$ cat config.mk
export PLATFORM = sky130hd
export DESIGN_NAME = piso_arb_ctrl_flat
export DESIGN_NICKNAME = d
export VERILOG_FILES = /design/src/rtl/piso_arb_ctrl_pkg.sv /design/src/rtl/piso_arb_ctrl_if.sv /design/src/rtl/piso_arb_ctrl_core.sv /design/src/rtl/piso_arb_ctrl.sv /design/src/flat_wrapper.sv
export SDC_FILE = /design/constraint.sdc
export NUM_CORES = 1
export LEC_CHECK = 0
export ABC_AREA = 1
export BUFFER_PORTS_ARGS = -buffer_cell sky130_fd_sc_hd__buf_4
export CAP_MARGIN = 40
export CORE_MARGIN = 3
export CORE_UTILIZATION = 42
export CTS_BUF_LIST = sky130_fd_sc_hd__clkbuf_16
export CTS_CLUSTER_DIAMETER = 200
export DETAILED_ROUTE_END_ITERATION = 10
export PLACE_DENSITY = 0.7
export SLEW_MARGIN = 10
export SYNTH_ARGS = -nofsm -noshare
export SYNTH_HDL_FRONTEND = slang
export SYNTH_SLANG_ARGS = --single-unit
$ cat constraint.sdc
create_clock -name clk -period 1 [get_ports clk]
set_input_delay 0.1 -clock clk [delete_from_list [all_inputs] [get_ports clk]]
set_output_delay 0.1 -clock clk [all_outputs]
set_load 0.02 [all_outputs]
$ cat src/rtl/piso_arb_ctrl_pkg.sv
// Shared types and constants for the two-requester PISO arbiter/serializer.
// PARITY state is present only when PISO_ARB_CTRL_PAR_BIT_EN is defined.
package piso_pkg;

  localparam int PISO_N = 8;

  typedef enum logic [1:0] {
    IDLE,
    SHIFT
`ifdef PISO_ARB_CTRL_PAR_BIT_EN
    ,
    PARITY
`endif
  } state_e;

  typedef enum logic {
    CTRL_LOAD  = 1'b0,
    CTRL_SHIFT = 1'b1
  } ctrl_e;

endpackage

$ cat src/rtl/piso_arb_ctrl_if.sv
// Request/serial bus between two requesters and the PISO arbiter.
// master = requester side, slave = piso_arb_ctrl side.
interface piso_arb_ctrl_if #(
  parameter int N = piso_pkg::PISO_N
);
  logic [1:0]   req_valid;
  logic [N-1:0] req_data0;
  logic [N-1:0] req_data1;
  logic [1:0]   req_ready;
  logic         ser_out;
  logic         ser_valid;
  logic         frame_start;
  logic         frame_done;
  logic         grant_id;

  modport master (
    output req_valid, req_data0, req_data1,
    input  req_ready, ser_out, ser_valid, frame_start, frame_done, grant_id
  );

  modport slave (
    input  req_valid, req_data0, req_data1,
    output req_ready, ser_out, ser_valid, frame_start, frame_done, grant_id
  );
endinterface

$ cat src/rtl/piso_arb_ctrl_core.sv
// Load/shift register: loads a parallel word, then shifts left presenting the MSB.
module piso_core
  import piso_pkg::*;
#(
  parameter int N = PISO_N
) (
  input  logic         clk,
  input  logic         rst,
  input  ctrl_e        control,
  input  logic [N-1:0] in,
  output logic         out
);

  logic [N-1:0] shreg_q;

  always_ff @(posedge clk) begin
    if (rst) begin
      shreg_q <= '0;
    end else if (control == CTRL_LOAD) begin
      shreg_q <= in;
    end else begin
      shreg_q <= {shreg_q[N-2:0], 1'b0};
    end
  end

  assign out = shreg_q[N-1];

endmodule

$ cat src/rtl/piso_arb_ctrl.sv
// Round-robin arbiter for two parallel requesters feeding an MSB-first serializer.
// Define PISO_ARB_CTRL_PAR_BIT_EN to append an even-parity bit to every frame.
module piso_arb_ctrl
  import piso_pkg::*;
#(
  parameter int N = PISO_N
) (
  input  logic           clk,
  input  logic           rst,
  piso_arb_ctrl_if.slave bus
);

  localparam int CW = $clog2(N);

  state_e        state_q, state_d;
  logic [CW-1:0] bitCnt_q, bitCnt_d;
  logic          lastGrant_q, lastGrant_d;
  logic          gnt;
  logic          handshake;
  logic [N-1:0]  loadWord;
  logic [N-1:0]  coreIn;
  ctrl_e         coreCtrl;
  logic          coreOut;
`ifdef PISO_ARB_CTRL_PAR_BIT_EN
  logic          parity_q;
`endif

  // A lone requester wins; on a tie the one not served last goes next.
  always_comb begin
    gnt = ~lastGrant_q;
    if (bus.req_valid == 2'b01) begin
      gnt = 1'b0;
    end else if (bus.req_valid == 2'b10) begin
      gnt = 1'b1;
    end
  end

  assign handshake = (state_q == IDLE) && (|bus.req_valid) && !rst;
  assign loadWord  = gnt ? bus.req_data1 : bus.req_data0;
  assign coreIn    = handshake ? loadWord : '0;

  always_comb begin
    state_d         = state_q;
    bitCnt_d        = bitCnt_q;
    lastGrant_d     = lastGrant_q;
    coreCtrl        = CTRL_LOAD;
    bus.req_ready   = 2'b00;
    bus.ser_out     = 1'b0;
    bus.ser_valid   = 1'b0;
    bus.frame_start = 1'b0;
    bus.frame_done  = 1'b0;
    bus.grant_id    = 1'b0;
    case (state_q)
      IDLE: begin
        if (handshake) begin
          bus.req_ready[gnt] = 1'b1;
          bus.grant_id       = gnt;
          lastGrant_d        = gnt;
          bitCnt_d           = CW'(N - 1);
          state_d            = SHIFT;
        end
      end
      SHIFT: begin
        coreCtrl        = CTRL_SHIFT;
        bus.ser_valid   = 1'b1;
        bus.ser_out     = coreOut;
        bus.grant_id    = lastGrant_q;
        bus.frame_start = (bitCnt_q == CW'(N - 1));
        bitCnt_d        = bitCnt_q - CW'(1);
        if (bitCnt_q == '0) begin
`ifdef PISO_ARB_CTRL_PAR_BIT_EN
          state_d = PARITY;
`else
          bus.frame_done = 1'b1;
          state_d        = IDLE;
`endif
        end
      end
`ifdef PISO_ARB_CTRL_PAR_BIT_EN
      PARITY: begin
        coreCtrl       = CTRL_SHIFT;
        bus.ser_valid  = 1'b1;
        bus.ser_out    = parity_q;
        bus.grant_id   = lastGrant_q;
        bus.frame_done = 1'b1;
        state_d        = IDLE;
      end
`endif
      default: state_d = IDLE;
    endcase
  end

  always_ff @(posedge clk) begin
    if (rst) begin
      state_q     <= IDLE;
      bitCnt_q    <= '0;
      lastGrant_q <= 1'b1;
    end else begin
      state_q     <= state_d;
      bitCnt_q    <= bitCnt_d;
      lastGrant_q <= lastGrant_d;
    end
  end

`ifdef PISO_ARB_CTRL_PAR_BIT_EN
  // Parity is captured with the word so later data changes cannot disturb it.
  always_ff @(posedge clk) begin
    if (rst) begin
      parity_q <= 1'b0;
    end else if (handshake) begin
      parity_q <= ^loadWord;
    end
  end
`endif

  piso_core #(.N(N)) u_core (
    .clk     (clk),
    .rst     (rst),
    .control (coreCtrl),
    .in      (coreIn),
    .out     (coreOut)
  );

endmodule

$ cat src/flat_wrapper.sv
// flat-port wrapper written by rule: the top's interface ports become plain ports
module piso_arb_ctrl_flat import piso_pkg::*;
#(
  parameter int N = PISO_N
)
  (clk, rst, bus_req_valid, bus_req_data0, bus_req_data1, bus_req_ready, bus_ser_out, bus_ser_valid, bus_frame_start, bus_frame_done, bus_grant_id);
  piso_arb_ctrl_if #(.N(N)) bus_i ();
  input  logic clk;
  input  logic rst;
  input wire logic [$bits(bus_i.req_valid)-1:0] bus_req_valid;
  input wire logic [$bits(bus_i.req_data0)-1:0] bus_req_data0;
  input wire logic [$bits(bus_i.req_data1)-1:0] bus_req_data1;
  output wire logic [$bits(bus_i.req_ready)-1:0] bus_req_ready;
  output wire logic [$bits(bus_i.ser_out)-1:0] bus_ser_out;
  output wire logic [$bits(bus_i.ser_valid)-1:0] bus_ser_valid;
  output wire logic [$bits(bus_i.frame_start)-1:0] bus_frame_start;
  output wire logic [$bits(bus_i.frame_done)-1:0] bus_frame_done;
  output wire logic [$bits(bus_i.grant_id)-1:0] bus_grant_id;
  assign bus_i.req_valid = bus_req_valid;
  assign bus_i.req_data0 = bus_req_data0;
  assign bus_i.req_data1 = bus_req_data1;
  assign bus_req_ready = bus_i.req_ready;
  assign bus_ser_out = bus_i.ser_out;
  assign bus_ser_valid = bus_i.ser_valid;
  assign bus_frame_start = bus_i.frame_start;
  assign bus_frame_done = bus_i.frame_done;
  assign bus_grant_id = bus_i.grant_id;
  piso_arb_ctrl #(.N(N)) u_core (.clk(clk), .rst(rst), .bus(bus_i));
endmodule
### After elaboration in Yosys (flattened, before gate mapping)

Index checks and enable logic that the tools add are counted.

| cells by class | value |
|---|---|
| add/sub/neg operators | 1 |
| reduce and logical (&&, ||, !) cells | 12 |
| mux-type cells | 21 |
| $lt $le $gt $ge | 2 |
| eq/ne operators | 6 |
| bitwise gates (word level) | 2 |

Operator list:

| cell | number |
|---|---|
| $mux 8 | 3 |
| $mux 1 | 9 |
| $mux 2 | 4 |
| $pmux 3 s2 | 1 |
| $reduce_and 2->1 | 3 |
| $eq 2x1->1 const B | 2 |
| $ne 2x1->1 const B | 2 |
| $pmux 2 s2 | 1 |
| $eq 3x3->1 const B | 1 |
| $logic_and 1x1->1 | 3 |
| $logic_not 3->1 | 1 |
| $mux 3 | 1 |
| $reduce_or 3->1 | 1 |
| $sub 3x1->3 const B | 1 |
| $eq 2x2->1 const B | 1 |
| $logic_not 2->1 | 1 |
| $lt 1x2->1 const B | 1 |
| $not 1->1 | 2 |
| $pmux 1 s2 | 1 |
| $reduce_bool 2->1 | 1 |
| $reduce_or 2->1 | 1 |
| $demux 1 s1 | 1 |
| $ge 1x1->1 const B | 1 |
| $logic_not 1->1 | 1 |

| word-level totals | value |
|---|---|
| input port bits | 20 |
| output and inout port bits | 7 |
| register bits | 14 |
| word-level logic and storage cells | 49 |

### Logic depth before layout (Yosys ltp)

| depth | value |
|---|---|
| word-level depth | 9 |
| mapped depth | 7 |
| gate-level depth less buffers | 7 |

### Modules after synthesis

Synthesis repeated with hierarchy kept, for this count alone.

| unflattened totals | value |
|---|---|
| cells, all modules | 122 |
| area total of the unflattened synthesis | 829.5 um^2 |

By module, submodules not included:

| module | seq. area each (um^2) | cells each | instances | area an instance (um^2) |
|---|---|---|---|---|
| piso_arb_ctrl | 100.1 | 75 | 1 | 515.5 |
| piso_core | 160.2 | 47 | 1 | 314.1 |

### Worst setup path before layout

OpenSTA, ideal clock, no wires.

| path | value |
|---|---|
| path kind | reg2out |
| start | reg u_core.state_q[0] |
| end | out bus_grant_id |
| slack | -0.254 ns |
| path buffers | 0 |
| required time | 0.900 ns |
| cell stages (with the launch flop) | 3 |
| data arrival time | 1.154 ns |
| path through | dfxtp_1 > inv_1 > o21ai_0 |

| on the way | value |
|---|---|
| word-level cells in the longest chain between the ends | 5 |
| elaborated cells between the ends (all ways) | 6 |
| those cells by class | 1 x eq/ne; 2 x mux; 3 x reduce/logical |

RTL lines:

| what | RTL line | source |
|---|---|---|
| start, declared | piso_arb_ctrl.sv:15 | `state_e state_q, state_d;` |
| start signal, assigned | piso_arb_ctrl.sv:99 | `state_q <= state_d;` |
| $logic_not 2->1 | piso_arb_ctrl.sv:38, piso_arb_ctrl.sv:53 |  |
| $logic_and 1x1->1 (2 in a row) | piso_arb_ctrl.sv:38 | `assign handshake = (state_q == IDLE) && (\|bus.req_valid) && !rst;` |
| $mux 1 | piso_arb_ctrl.sv:55 | `if (handshake) begin` |
| $pmux 1 s2 * | piso_arb_ctrl.sv:53 | `case (state_q)` |
| end, declared | flat_wrapper.sv:18 | `output wire logic [$bits(bus_i.grant_id)-1:0] bus_grant_id;` |

Every way passes the cells marked *; elsewhere a longest branch is shown, timed or not.

### Worst setup path after layout

Ends and elaborated chain as after synthesis.

==> implementation parameters <==
Parameter                              Value

Outcome
  Status    finished with violations
  Violations in the final reports    negative setup slack

Synth
  Biggest area contributors in the synthesized netlist    sky130_fd_sc_hd__dfxtp_1 37%, sky130_fd_sc_hd__nand2_1 20%, sky130_fd_sc_hd__a21oi_1 7.1%
  Post-synthesis instance area    706 µm²
  Syn Nets    roughly 120
  Count of flip-flops with a built-in enable after synthesis    0
  Fraction of registers with async set or reset after synthesis    0%
  Number of warnings printed during yosys synthesis    0
  Most frequently used flop master after synthesis    sky130_fd_sc_hd__dfxtp_1
  Number of standard cells after synthesis    slightly above 100
  Most frequent cells after synthesis    37 x sky130_fd_sc_hd__nand2_1, 13 x sky130_fd_sc_hd__dfxtp_1, 11 x sky130_fd_sc_hd__inv_1, 10 x sky130_fd_sc_hd__a21oi_1, 8 x sky130_fd_sc_hd__nand3_1
  Yosys top cell area share    36.9%
  Post-synthesis cell type count    17
  Dominant cell type by area after synthesis    sky130_fd_sc_hd__dfxtp_1
  Number of register bits inferred by synthesis    13
  Seq/Total Area, Yosys    about 37%
  Syn_area_per_cell    6.99 µm²
  Most used standard cell by instance count after synthesis    sky130_fd_sc_hd__nand2_1

Die
  Top-level port count    27
  Effective utilization at floorplan    45.8%
  Std cell rows    14
  Core Region    0.00154 mm²
  DIE AREA    approximately 0.0022 mm²
  X dimension of the die    47.0 µm
  Die H    47.0 µm

Final layout
  Finished Cell Area    0.00112 mm²
  Antenna diode instance count    0
  Relative area change from synthesis to final layout    58.7%
  Final layout net count    161
  Post-layout utilization of the core    72.6%
  Share of cells above drive strength 1    about two fifths

Placed design
  Post-placement setup slack    -0.0387 ns
  Number of port buffers    26
  Total cell area at the placement stage    0.00100 mm²
  Sum of net half-perimeters after detailed placement    1.33 mm
  Final weighted congestion of routability-driven global placement    roughly 0.76

GRT
  Total global routing overflow    0
  First-pass GRT wire length    2.93 mm
  Antenna violations before repair    0
  Global routing usage summed across all routing layers    about a fifth
  Number of global-route vias before repair    between 700 and 800
  Largest net degree at the start of global routing    10

Clock network
  Clock tree from TritonCTS    done
  Clock Sinks    13
  Number of buffers inserted for hold repair after clock tree synthesis    0
  Clock slew at reported path FFs    about 0.05 ns
  H-tree lvl count    1
  Longest Clk Path Bufs    2
  CTS root buffer    sky130_fd_sc_hd__clkbuf_16
  Number of clock buffers inserted by TritonCTS    3
  Clock latency reported for the late side of the worst-skew pair    approximately 0.24 ns

STA
  Worst slew slack as a fraction of its limit    81.9%
  Time the final worst path needs with I/O delays and setup    1.29 ns
  Setup repair after global routing missed its margin    true
  Count of endpoints failing hold in the final timing report    0
  Max-slew violation total from the final report    0
  Maximum clock rate    778 MHz
  Final clock period utilization by the worst path    129%
  Post-Route Skew    slightly below 0.004 ns
  Setup slack after layout    -0.286 ns
  Transition time of the tightest slew-check pin    0.271 ns
  Final setup violating endpoints    18

Route
  1st-pass router iterations    5
  Number of vias after detailed routing    754
  Antenna violation net count after detailed routing    0
  Residual DRC count    0
  Final wirelength    1.81 mm
  Number of design-rule violations left by the first detailed-router iteration    7
  Vias per cell    4.93
  Routed length per instance    11.9 µm

Worst setup path
  Crit path capture type    output pin
  CP delay by family, top    buffers and inverters
  Largest fanout on the critical path    8
  Startpoint Class    register
  Origin of the critical flop-to-flop path    u_core.state_q[0]$_SDFFE_PP0P_
  Ordered list of cells on the worst path    buf_4 -> inv_1 -> o21ai_2 -> buf_6
  Cells on worst reg2reg path    4
  Crit path buf inv count    3
  Worst R2R Setup Slack    -0.08 ns
  Critical path class    reg -> out
  Cell with the biggest individual delay on the critical path    sky130_fd_sc_hd__dfxtp_4
  FF-to-FF End    u_core.u_core.shreg_q[7]$_SDFF_PP0_
  Worst Path Arrival    ~1.2 ns
  Critical Path Max Stage Delay    0.35 ns
  Critical path data required time    ~0.9 ns

Min path
  Capture endpoint of the worst hold path    u_core.u_core.shreg_q[0]$_SDFF_PP0_
  Start point of the worst min-delay path    bus_req_data0[0]
  Hold Crit Class    in -> reg
  Hold Path Cell Cnt    3

Power
  Worst vdd ir    0.997 mV
  Static Leakage    0.567 nW
  Power per cell area    1810 mW/mm²

Run
  Number of max-cap violations    0
layout by cell type (no fill, tap or decap), types with 2 or more instances in the layout:
cell / Yosys / layout
sky130_fd_sc_hd__a21oi_1: 10 / 10
sky130_fd_sc_hd__buf_4: 0 / 30
sky130_fd_sc_hd__buf_6: 2 / 4
sky130_fd_sc_hd__clkbuf_16: 0 / 3
sky130_fd_sc_hd__dfxtp_1: 13 / 11
sky130_fd_sc_hd__ha_1: 3 / 2
sky130_fd_sc_hd__inv_1: 11 / 9
sky130_fd_sc_hd__inv_2: 0 / 3
sky130_fd_sc_hd__nand2_1: 37 / 36
sky130_fd_sc_hd__nand2_2: 2 / 2
sky130_fd_sc_hd__nand2_4: 2 / 3
sky130_fd_sc_hd__nand3_1: 8 / 8
sky130_fd_sc_hd__nor2_1: 4 / 2
sky130_fd_sc_hd__nor2_4: 0 / 2
sky130_fd_sc_hd__o211ai_1: 2 / 2
metal layers:
| layer | vias up | track usage, % | share of wire [%] |
|---|---|---|---|
| met3 | 4 | 3.45 | 4.2 |
| met5 | - | 0 | 0 |
| li1 | 392 | - | - |
| met4 | 0 | 6.63 | 1.9 |
| met1 | 337 | 21.1 | 41 |
| met2 | 21 | 34.7 | 52 |
report_power, final:
| group | switching (W) | leakage [nW] | total [W] | internal [W] |
|---|---|---|---|---|
| Combinational | 0.000344 | 0.417 | 0.000651 | 0.000306 |
| Sequential | 0.0000399 | 0.108 | 0.000626 | 0.000586 |
| Clock | 0.000219 | 0.0423 | 0.000746 | 0.000527 |
state kept, by name (all words and copies together), names as in the netlist:
name                   flops
u_core.state_q             1
u_core.bitCnt_q            3
u_core.lastGrant_q         1
u_core.u_core.shreg_q      8
repair_timing:
action                                  4_1_cts  5_1_grt
setup buffers                                 1        0
endpoints found under the hold margin         0        0
pin swaps                                     2        2
gates resized for setup                      11        1
endpoints found under the setup margin       16       20
per-stage QoR:
step	power, W	hold slack, ns	setup TNS, ns	instances
2_1_floorplan	0.000979	0.203	0	101
4_1_cts	0.00203	0.0665	-2.22	153
6_report	0.00202	0.0599	-2.04	153
3_3_place_gp	0.00122	0.312	-0.108	149
5_1_grt	0.00213	0.0879	-3.14	153
3_5_place_dp	0.00123	0.309	-0.320	149
cells by family after synthesis:
family / share of synthesized area, %
simple gates: 35.6
compound gates: 11.7
buf+inv: 10.5
flops: 36.9
fa+ha+maj: 5.32
worst min-delay path, cell delays in order:
cell	delay, ns
sky130_fd_sc_hd__buf_4	0.08
sky130_fd_sc_hd__nand2_1	0.04
sky130_fd_sc_hd__nand2_1	0.05
how the worst max path moves through the flow:
stage                                               start                                  end  slack [ns]  cells after the start
after detailed placement   u_core.state_q[0]$_SDFFE_PP0P_  u_core.u_core.shreg_q[7]$_SDFF_PP0_       -0.04                      4
after global routing       u_core.state_q[0]$_SDFFE_PP0P_                         bus_grant_id       -0.34                      4
after CTS                  u_core.state_q[0]$_SDFFE_PP0P_                         bus_grant_id       -0.29                      4
after floorplan           u_core.lastGrant_q$_SDFFE_PP1P_  u_core.u_core.shreg_q[0]$_SDFF_PP0_        0.02                      7
final                      u_core.state_q[0]$_SDFFE_PP0P_                         bus_grant_id       -0.29                      4
after global placement     u_core.state_q[0]$_SDFFE_PP0P_      u_core.lastGrant_q$_SDFFE_PP1P_       -0.03                      3
area by class of cell:
type	instances	area (µm²)
clock buffer	3	75.1
clock inverter	1	3.75
fill	137	422
inverter	12	50.0
sequential	13	265
multi-input combinational	73	415
tap	16	20.0
timing repair buffer	35	290
(Power assumes the default switching activity.)
